$ cat config.mk
export PLATFORM = sky130hd
export DESIGN_NAME = fetch_mem_arbiter
export DESIGN_NICKNAME = d
export VERILOG_FILES = /design/src/rtl/fetch_mem_arbiter.sv
export SDC_FILE = /design/constraint.sdc
export NUM_CORES = 1
export LEC_CHECK = 0
export BUFFER_PORTS_ARGS = -buffer_cell sky130_fd_sc_hd__buf_4
export CORE_ASPECT_RATIO = 0.9
export CORE_MARGIN = 2
export CORE_UTILIZATION = 35
export DETAILED_ROUTE_END_ITERATION = 10
export GPL_ROUTABILITY_DRIVEN = 0
export GPL_TIMING_DRIVEN = 0
export RECOVER_POWER = 50
export SYNTH_ARGS = -nofsm -noshare
export SYNTH_HDL_FRONTEND = slang
export SYNTH_SLANG_ARGS = --single-unit
$ cat constraint.sdc
create_clock -name clk -period 2.3 [get_ports clk]
set_input_delay 0.46 -clock clk [delete_from_list [all_inputs] [get_ports clk]]
set_output_delay 0.46 -clock clk [all_outputs]
set_load 0.01 [all_outputs]
$ cat src/rtl/fetch_mem_arbiter.sv
// Arbiter sharing one fixed-latency, single-port memory between instruction fetch and data access.
// Accesses are serialised, held for LATENCY cycles and answered with registered per-requester valid pulses.
module fetch_mem_arbiter #(
  parameter int ADDR_W      = 16,
  parameter int DATA_W      = 16,
  parameter int LATENCY     = 4,
  parameter int MAX_IF_WAIT = 2
) (
  input  logic              clk,
  input  logic              rst_n,
  input  logic              i_if_req,
  input  logic [ADDR_W-1:0] i_if_addr,
  input  logic              i_if_flush,
  output logic [DATA_W-1:0] o_if_rdata,
  output logic              o_if_valid,
  output logic              o_if_stall,
  input  logic              i_d_req,
  input  logic              i_d_wr,
  input  logic [ADDR_W-1:0] i_d_addr,
  input  logic [DATA_W-1:0] i_d_wdata,
  output logic [DATA_W-1:0] o_d_rdata,
  output logic              o_d_valid,
  output logic              o_d_stall,
  output logic              o_mem_en,
  output logic              o_mem_wr,
  output logic [ADDR_W-1:0] o_mem_addr,
  output logic [DATA_W-1:0] o_mem_wdata,
  input  logic [DATA_W-1:0] i_mem_rdata
);

  localparam int CNT_W  = $clog2(LATENCY + 1);
  localparam int WAIT_W = $clog2(MAX_IF_WAIT + 1);
  localparam logic [CNT_W-1:0]  CNT_LOAD = CNT_W'(LATENCY - 1);
  localparam logic [WAIT_W-1:0] WAIT_MAX = WAIT_W'(MAX_IF_WAIT);

  typedef enum logic [1:0] {
    IDLE,
    BUSY_IF,
    BUSY_D
  } state_t;

  state_t            r_state;
  logic [CNT_W-1:0]  r_cnt;
  logic [WAIT_W-1:0] r_wait_cnt;
  logic              r_cancel;
  logic              r_mem_en;
  logic              r_mem_wr;
  logic [ADDR_W-1:0] r_mem_addr;
  logic [DATA_W-1:0] r_mem_wdata;
  logic              r_if_valid;
  logic              r_d_valid;
  logic [DATA_W-1:0] r_if_rdata;
  logic [DATA_W-1:0] r_d_rdata;

  logic w_last;
  logic w_free;
  logic w_if_done;
  logic w_d_done;
  logic w_if_ok;
  logic w_force_if;
  logic w_grant_d;
  logic w_grant_if;

  // The last busy cycle doubles as an arbitration slot so back-to-back accesses leave no bubble.
  assign w_last     = (r_state != IDLE) && (r_cnt == '0);
  assign w_free     = (r_state == IDLE) || w_last;
  assign w_if_done  = w_last && (r_state == BUSY_IF) && !r_cancel && !i_if_flush;
  assign w_d_done   = w_last && (r_state == BUSY_D);
  assign w_if_ok    = i_if_req && !i_if_flush;
  assign w_force_if = w_if_ok && (r_wait_cnt == WAIT_MAX);
  assign w_grant_d  = w_free && i_d_req && !w_force_if;
  assign w_grant_if = w_free && w_if_ok && !w_grant_d;

  assign o_if_stall  = i_if_req && !w_if_done;
  assign o_d_stall   = i_d_req && !w_d_done;
  assign o_if_valid  = r_if_valid;
  assign o_d_valid   = r_d_valid;
  assign o_if_rdata  = r_if_rdata;
  assign o_d_rdata   = r_d_rdata;
  assign o_mem_en    = r_mem_en;
  assign o_mem_wr    = r_mem_wr;
  assign o_mem_addr  = r_mem_addr;
  assign o_mem_wdata = r_mem_wdata;

  always_ff @(posedge clk or negedge rst_n) begin
    if (!rst_n) begin
      r_state     <= IDLE;
      r_cnt       <= '0;
      r_wait_cnt  <= '0;
      r_cancel    <= 1'b0;
      r_mem_en    <= 1'b0;
      r_mem_wr    <= 1'b0;
      r_mem_addr  <= '0;
      r_mem_wdata <= '0;
      r_if_valid  <= 1'b0;
      r_d_valid   <= 1'b0;
      r_if_rdata  <= '0;
      r_d_rdata   <= '0;
    end else begin
      r_if_valid <= w_if_done;
      r_d_valid  <= w_d_done;
      if (w_if_done)
        r_if_rdata <= i_mem_rdata;
      if (w_d_done && !r_mem_wr)
        r_d_rdata <= i_mem_rdata;

      // A redirected fetch still runs to completion on the memory; only its valid pulse is dropped.
      if (w_last)
        r_cancel <= 1'b0;
      else if ((r_state == BUSY_IF) && i_if_flush)
        r_cancel <= 1'b1;

      if (w_grant_if) begin
        r_state     <= BUSY_IF;
        r_cnt       <= CNT_LOAD;
        r_mem_en    <= 1'b1;
        r_mem_wr    <= 1'b0;
        r_mem_addr  <= i_if_addr;
        r_mem_wdata <= '0;
      end else if (w_grant_d) begin
        r_state     <= BUSY_D;
        r_cnt       <= CNT_LOAD;
        r_mem_en    <= 1'b1;
        r_mem_wr    <= i_d_wr;
        r_mem_addr  <= i_d_addr;
        r_mem_wdata <= i_d_wdata;
      end else if (w_last) begin
        r_state  <= IDLE;
        r_mem_en <= 1'b0;
        r_mem_wr <= 1'b0;
      end else if (r_state != IDLE) begin
        r_cnt <= r_cnt - CNT_W'(1);
      end

      // Counts data grants that jumped a waiting fetch, so fetch cannot be starved forever.
      if (!i_if_req || w_grant_if)
        r_wait_cnt <= '0;
      else if (w_grant_d && (r_wait_cnt != WAIT_MAX))
        r_wait_cnt <= r_wait_cnt + WAIT_W'(1);
    end
  end

endmodule

==> flow_summary.yaml <==
global_route:
  use_met3_pct: 4.369
  top_usage_layer: "met2"
  gr-total-overflow: 0
  use_met2_pct: 23.18
  first_global_vias: 2326
  grt_pass1_wl_um: 11700
  antenna_found_initial: 0
  grt_max_degree: 77
  grt_util_met1_pct: 20.80
  grt.total_usage_pct: 15.15
logic_synthesis:
  syn_inst: 232
  yosys.cell_count.top_type: "dfrtp_1"
  yosys-top-cells-count: "dfrtp_1 (76), mux2_2 (32), nand2_1 (21)"
  netlist_area_mm2: 0.003136
  synth_edf_count: 0
  yosys_warnings: 0
  synth_cell_types: 37
  syn_nets: 305
  synthArstFlopShare_pct: 100.0
  ys_seq_elements: 76
  synth_ff_type: "dfrtp_1"
  synth_top_cells_by_area: "dfrtp_1 (61%), mux2_2 (11%), mux2i_1 (5.1%), a22o_1 (4.7%), o21ai_0 (2.6%)"
  syn_area_per_cell_um2: 13.52
  yosysTopAreaCellShare_pct: 60.65
  seq_area_frac_synth_pct: 60.65
  synth_top_area_cell: "dfrtp_1"
routing:
  viasPerCell: 4.659
  routed_wl_um: 7190
  ant_nets: 0
  vias: 2353
  first_pass_iters: 4
  initialDrtViolationCount: 87
  drt-wirelength-per-cell_um: 14.24
  drcViolationCount: 0
cells_and_area:
  multiInputGateArea_mm2: 0.001131
  fill_cells: 840
  nets: 455
  final_util_pct: 50.91
  diodes: 0
  drive_gt1_share_pct: 44.30
  instances_no_fill: 505
  area_delta_synth_final_pct: 40.42
  fin_area_mm2: 0.004403
  regArea_mm2: 0.001902
pwr:
  total_power_mw: 5.158
  leakage_nw: 2.131
  powerDensity_mw_per_mm2: 1172
  ir_drop_v: 0.0004403
sta:
  whs_ns: 0.3377
  slew_headroom_pct: -28.02
  finalSetupTns_ns: 0
  hold_violations: 0
  setup_viol: 0
  finalCritPeriodShare_pct: 92.84
  worst_slew_pin_slew_ns: 1.920
  fmax_mhz: 468.3
  fin_skew_ns: 0.007348
  fin_crit_ns: 2.135
  setup_ws_ns: 0.1648
  rsz0062_at_grt: "no"
  drv_slew: 77
critical_path:
  critPathArrivalTime_ns: 1.68
  path_class: "reg -> out"
  cp-start-kind: "flop"
  cp-end-kind: "output pin"
  crit_required_ns: 1.84
  crit_path_max_fanout: 6
clock_network:
  numCtsBuffers: 9
  ctsLongestPathBuffers: 2
  worstSkewPairLatency_ns: 0.33
  clkTransAtPathRegs_ns: 0.08
  cts_root_buf: "clkbuf_8"
  cts_sinks: 76
  cts_tree: "built"
  cts_htree_levels: 3
place:
  place_ws_ns: 0.1566
  place_inst: 490
  place_area_mm2: 0.004328
  dp_hpwl_um: 5084
  port_buffers: 139
floorplan:
  die-height_um: 93.79
  initial_utilization_pct: 36.26
  rows: 32
  fp.dieArea_mm2: 0.009733
  core-area_mm2: 0.008648
  die_w_um: 103.8
  boundaryPins: 140
run_status:
  status: "finished, violations left"
  violations: "capacitance limit, slew limit"
flow_run:
  maxCapViolCount: 1
worst_hold_path:
  holdCritPathClass: "in -> reg"
[layout make-up]
type,instances,share of cell area [%]
buffer,10,1.790
clock buffer,10,3.126
clock inverter,5,1.392
inverter,5,0.4263
multi-input combinational,140,25.69
sequential,76,43.19
tap,119,3.382
timing repair buffer,140,21.00
[registers in the layout, indices dropped and copies added (netlist names)]
signal / cells
o_d_rdata: 16
o_if_rdata: 16
o_mem_addr: 16
o_mem_wdata: 16
r_cnt: 3
r_state: 2
r_wait_cnt: 2
o_d_valid: 1
o_if_valid: 1
o_mem_en: 1
o_mem_wr: 1
r_cancel: 1
[cells in the final DEF (no fill, tap or decap), types with 2 or more instances in the layout]
master / instances
nand2_1: 21
nor2_1: 4
a22o_1: 17
dfrtp_1: 76
inv_1: 5
buf_2: 3
clkinvlp_4: 3
clkbuf_8: 10
a21oi_1: 3
o21ai_1: 4
buf_6: 3
clkbuf_1: 35
ha_1: 3
and2b_1: 2
a21boi_0: 2
mux2_2: 32
mux2i_1: 16
buf_4: 107
o21ai_0: 16
nor2b_1: 2
[repair_timing]
action / in CTS / in global routing
setup buffers: 1 / 0
hold buffers: 0 / 0
resized for setup: 0 / 0
setup endpoints to repair: 1 / 0
[cells by family (layout without fill, tap and decap cells)]
logic type,Yosys count,count (layout),synth area share (%)
AOI/OAI and AO/OA,48,48,10.77
adders and majority gates,3,3,1.197
buffers and inverters,16,170,3.272
DFF,76,76,60.65
muxes,48,48,16.60
and+or+nand+nor,41,41,7.502
[routing by layer]
metal  vias to the layer above  wire length [um]
met2                       101              3193
met3                         8               495
li1                       1117                 -
met1                      1127              3428
met5                         -                 0
met4                         0                74
[final timing paths]
| path | endpoint | slack (ns) | depth (start not counted) | from |
|---|---|---|---|---|
| max reg2reg | o_d_rdata[13]$_DFFE_PN0P_ | 0.34 | 8 | r_cnt[0]$_DFFE_PN0P_ |
| min reg2reg | o_mem_addr[7]$_DFFE_PN0P_ | 0.48 | 2 | o_mem_addr[7]$_DFFE_PN0P_ |
| max in group asynchronous | o_mem_wdata[3]$_DFFE_PN0P_ | 0.52 | 1 | rst_n |
| min in group asynchronous | o_d_rdata[1]$_DFFE_PN0P_ | 0.66 | 1 | rst_n |
| min | o_mem_wdata[12]$_DFFE_PN0P_ | 0.34 | 2 | i_d_wdata[12] |
| max | o_if_stall | 0.16 | 6 | r_cnt[0]$_DFFE_PN0P_ |
[power breakdown]
| group | leakage [nW] | switching (mW) | internal, mW |
|---|---|---|---|
| clock network | 0.0910 | 0.488 | 0.529 |
| registers | 0.963 | 0.278 | 1.85 |
| logic | 1.08 | 0.995 | 1.01 |
[critical path, cell delays in order, from the launching register on]
cell,delay [ns]
dfrtp_1,0.36
inv_1,0.12
ha_1,0.24
and2b_4,0.23
nand3_4,0.10
and2_1,0.17
buf_4,0.13
Note: power is estimated with default switching activity, not from simulation.
